## config.mk

```make
export PLATFORM = sky130hd
export DESIGN_NAME = mux_4_1_arbiter
export DESIGN_NICKNAME = d
export VERILOG_FILES = /design/src/rtl/mux_arb_pkg.sv /design/src/rtl/mux_4_1_arbiter_rr_pick4.sv /design/src/rtl/mux_4_1_arbiter.sv
export SDC_FILE = /design/constraint.sdc
export NUM_CORES = 1
export LEC_CHECK = 0
export BUFFER_PORTS_ARGS = -buffer_cell sky130_fd_sc_hd__buf_2
export CORE_UTILIZATION = 58
export CTS_BUF_LIST = sky130_fd_sc_hd__clkbuf_8
export CTS_CLUSTER_SIZE = 24
export DETAILED_ROUTE_END_ITERATION = 8
export PLACE_DENSITY = 0.91
export SYNTH_ARGS = -nofsm -noshare
export SYNTH_HDL_FRONTEND = slang
export SYNTH_HIERARCHICAL = 1
export SYNTH_SLANG_ARGS = --single-unit
```

## constraint.sdc

```tcl
create_clock -name clk -period 4.6 [get_ports clk]
set_input_delay 0.23 -clock clk [delete_from_list [all_inputs] [get_ports clk]]
set_output_delay 0.23 -clock clk [all_outputs]
set_load 0.1 [all_outputs]
```

## src/rtl/mux_arb_pkg.sv

```systemverilog
// Shared types and constants for the 4-requester mux arbiter.
package mux_arb_pkg;

  localparam int unsigned NREQ  = 4;
  localparam int unsigned SEL_W = 2;

  typedef enum logic {
    IDLE,
    GRANT
  } state_t;

  // Encode a one-hot requester vector; returns 0 for an all-zero input.
  function automatic logic [SEL_W-1:0] onehot_to_idx(input logic [NREQ-1:0] oh);
    logic [SEL_W-1:0] idx;
    idx = '0;
    for (int unsigned i = 0; i < NREQ; i++) begin
      if (oh[i]) idx = SEL_W'(i);
    end
    return idx;
  endfunction

endpackage

```

## src/rtl/mux_4_1_arbiter_rr_pick4.sv

```systemverilog
// Combinational round-robin picker: priority ptr+1, ptr+2, ptr+3, ptr.
module rr_pick4
  import mux_arb_pkg::*;
(
  input  logic [NREQ-1:0]  req_masked,
  input  logic [SEL_W-1:0] ptr,
  output logic             found,
  output logic [SEL_W-1:0] win_idx,
  output logic [NREQ-1:0]  win_oh
);

  logic [SEL_W-1:0] cand;

  // Walk from lowest to highest priority so the last hit is the winner.
  always_comb begin
    found  = |req_masked;
    win_oh = '0;
    cand   = '0;
    for (int unsigned k = NREQ; k >= 1; k--) begin
      cand = ptr + SEL_W'(k);
      if (req_masked[cand]) win_oh = NREQ'(1) << cand;
    end
    win_idx = onehot_to_idx(win_oh);
  end

endmodule

```

## src/rtl/mux_4_1_arbiter.sv

```systemverilog
// Round-robin burst arbiter driving the select of a shared 4:1 mux.
module mux_4_1_arbiter
  import mux_arb_pkg::*;
#(
  parameter int unsigned MAX_BEATS = 8
) (
  input  logic             clk,
  input  logic             rst,
  input  logic [NREQ-1:0]  req,
  input  logic [NREQ-1:0]  last,
  input  logic             out_ready,
  output logic [NREQ-1:0]  grant,
  output logic [SEL_W-1:0] sel,
  output logic             out_valid,
  output logic             out_last
);

  localparam bit         CAP_EN   = (MAX_BEATS != 0);
  localparam logic [7:0] CAP_LAST = (MAX_BEATS == 0) ? 8'd0 : 8'(MAX_BEATS - 1);

  state_t           state_q, state_d;
  logic [SEL_W-1:0] owner_q, owner_d;
  logic [SEL_W-1:0] ptr_q, ptr_d;
  logic [7:0]       cnt_q, cnt_d;

  logic             active;
  logic [NREQ-1:0]  owner_oh;
  logic             owner_req, owner_last;
  logic             xfer, rel_last, rel_cap, rel_drop, rel;
  logic [NREQ-1:0]  pick_req;
  logic [SEL_W-1:0] pick_ptr;
  logic             found;
  logic [SEL_W-1:0] win_idx;
  logic [NREQ-1:0]  win_oh;

  assign active     = (state_q == GRANT);
  assign owner_oh   = NREQ'(1) << owner_q;
  assign owner_req  = req[owner_q];
  assign owner_last = last[owner_q];
  assign xfer       = active && owner_req && out_ready;
  assign rel_last   = xfer && owner_last;
  assign rel_cap    = xfer && CAP_EN && (cnt_q == CAP_LAST);
  assign rel_drop   = active && !owner_req;
  assign rel        = rel_last || rel_cap || rel_drop;

  // On release the picker already sees the updated pointer (owner), so a
  // still-requesting owner naturally falls to lowest priority; only a
  // finished burst removes the owner from the candidate set.
  assign pick_req = rel_last ? (req & ~owner_oh) : req;
  assign pick_ptr = active ? owner_q : ptr_q;

  rr_pick4 u_pick (
    .req_masked (pick_req),
    .ptr        (pick_ptr),
    .found      (found),
    .win_idx    (win_idx),
    .win_oh     (win_oh)
  );

  // State, owner, priority pointer and beat counter registers.
  always_ff @(posedge clk) begin
    if (rst) begin
      state_q <= IDLE;
      owner_q <= '0;
      ptr_q   <= 2'd3;
      cnt_q   <= '0;
    end else begin
      state_q <= state_d;
      owner_q <= owner_d;
      ptr_q   <= ptr_d;
      cnt_q   <= cnt_d;
    end
  end

  // Next-state: arbitrate from IDLE, or hand over without a bubble on release.
  always_comb begin
    state_d = state_q;
    owner_d = owner_q;
    ptr_d   = ptr_q;
    cnt_d   = cnt_q;
    unique case (state_q)
      IDLE: begin
        if (found) begin
          state_d = GRANT;
          owner_d = win_idx;
          cnt_d   = '0;
        end
      end
      GRANT: begin
        if (rel) begin
          ptr_d = owner_q;
          cnt_d = '0;
          if (found) owner_d = win_idx;
          else       state_d = IDLE;
        end else if (xfer) begin
          cnt_d = cnt_q + 8'd1;
        end
      end
      default: state_d = IDLE;
    endcase
  end

  // Outputs decoded from registered state; req/last only gate the valids.
  always_comb begin
    grant     = active ? owner_oh : '0;
    sel       = active ? owner_q : '0;
    out_valid = active && owner_req;
    out_last  = out_valid && owner_last;
  end

endmodule
```

==> impl_metrics.toml <==
[run_status]
status = "finished clean"

[final_layout]
final_util = 0.691
layout-area-overhead-vs-synth_pct = 12.8
nFillCells = 159
antenna_cells = 0
nets = 181
drive_gt1_frac = 0.247

[timing]
slew_headroom = 0.448
finalSetupViolations = 0
max_slew.worst_pin.slew_ps = 820
hold_viol = 0
period_share = 0.688
fin_skew_ps = 0.329
fmax_mhz = 316
final-max-slew-violation-count = 0
fin_ws_ps = 1440
setup_tns_ps = 0
min_period_ps = 3160
rsz0062_at_grt = "no"

[clock_tree]
cts_tree = "built"
clock_latency_ps = 240
cts_sinks = 13
holdBufCountCts = 0
clockBufferDepth = 2
cts_setup_buffers = 0
cts_root_buf = "clkbuf_8"
clk_pin_slew_ps = 50
cts_resized = 0
htreeDepth = 1
cts_buffers = 3

[drt]
ant_nets = 0
drtIter0Drc = 30
num_vias = 1148
drcViolationCount = 0
via_per_inst = 6.07
routed_wl_um = 2880
routedWlPerCell_um = 15.2
drtPass1Iterations = 4

[power_and_ir_drop]
combPwrFrac = 0.644
peakVddDrop_mv = 0.297
p_switching_uw = 365
swShare = 0.515
pwr-share-seq = 0.220
power_density_nw_per_um2 = 523
p_leak_nw = 0.611
p_int_uw = 343
finalPower_uw = 708
p_clk_frac = 0.136

[setup_path]
cp_slowest_cell = "dfxtp_1"
path_buf_inv = 1
arrival_ps = 3280
cp_top_family = "compound AO/OA/AOI/OAI gates"
critPathMaxFanout = 13
required_ps = 4720
path_cells = "nand2_1, o21ai_0, inv_1, ha_1, mux4_2, or2_1, a221oi_2, o32ai_1, nand3b_1, a21oi_1"
max_stage_delay_ps = 620
worstSetupPathType = "register to register"
end_kind = "register"
cp-start-kind = "register"

[global_routing]
grt_pass1_vias = 998
antenna_found_initial = 0
grt_use_total = 0.260
grt_overflow = 0
grt_max_degree = 18
grt_pass1_wl_um = 4150

[floorplanning]
coreArea_sq_um = 1960
core.rowCount = 16
die_area_sq_um = 2260
start_util = 0.612
ioPinCount = 19
die_h_um = 47.5
die_x_um = 47.5

[synth]
synth_nets = 162
syn_avg_cell_area_sq_um = 8.34
syn_inst = 144
synth_area_sq_um = 1200
ys_warn_count = 6

[place]
dp_slack_ps = 1480
hpwl_um = 2170
gp_congestion = 0.922
io_buffers = 18

[min_path]
worstHoldPathType = "primary input to register"

[job]
timing.max_cap.violations = 0
[placed cells by master, fill, tap and decap left out, types with 4 or more instances in the layout]
master    n
nand2_1  12
ha_1      7
o21ai_0   5
mux4_2    4
nor2_1   13
buf_2    18
nand3_1  11
dfxtp_1  13
inv_1    14
a31oi_1   6
a21oi_1   7
[path summary, 6_finish.rpt]
kind	start	end	slack, ps	cells past startpoint
max	owner_q[1]$_SDFFE_PP0P_	owner_q[0]$_SDFFE_PP0P_	1440	10
min	rst	active$_SDFF_PP0_	340	2
max reg2reg	owner_q[1]$_SDFFE_PP0P_	owner_q[0]$_SDFFE_PP0P_	1440	10
min reg2reg	cnt_q[0]$_SDFFE_PP0P_	cnt_q[0]$_SDFFE_PP0P_	480	2
[registers in the layout, indices dropped and copies added (netlist names)]
| register | flops |
|---|---|
| cnt_q | 8 |
| ptr_q | 2 |
| owner_q | 2 |
| active | 1 |
[per-layer routing]
metal / vias to the layer above / share of wire / track usage
met5: - / 0 / 0
met4: 0 / 0.026 / 0.143
met3: 10 / 0.034 / 0.0264
met2: 39 / 0.51 / 0.474
met1: 529 / 0.43 / 0.294
li1: 570 / - / -
[worst reg2reg max path, stage by stage (launching register included)]
cell	delay, ps
dfxtp_1	620
nand2_1	160
o21ai_0	350
inv_1	160
ha_1	370
mux4_2	600
or2_1	290
a221oi_2	210
o32ai_1	120
nand3b_1	100
a21oi_1	60
[power by group through the flow]
stage / sequential [mW] / combinational, mW / clock [mW]
after floorplan: 0.138 / 0.399 / 0
after global placement: 0.155 / 0.435 / 0
after detailed placement: 0.156 / 0.451 / 0
after CTS: 0.154 / 0.453 / 0.0996
after global routing: 0.158 / 0.488 / 0.106
final: 0.156 / 0.456 / 0.0964
[area by class of cell]
cell class	instances	area [sq um]	share of cell area
multi-input combinational	112	866	0.639
inverter	14	52.6	0.0388
tap	27	33.8	0.0249
timing repair buffer	19	97.6	0.0720
clock buffer	3	41.3	0.0305
sequential	13	260	0.192
clock inverter	1	3.75	0.00277
[through the flow]
step / cells / hold slack (ps) / cell area, sq um
6_report: 189 / 342 / 1360
5_1_grt: 189 / 334 / 1360
4_1_cts: 189 / 330 / 1360
3_5_place_dp: 185 / 473 / 1310
3_3_place_gp: 185 / 455 / 1310
2_1_floorplan: 144 / 309 / 1200
Note: power is estimated with default switching activity, not from simulation.
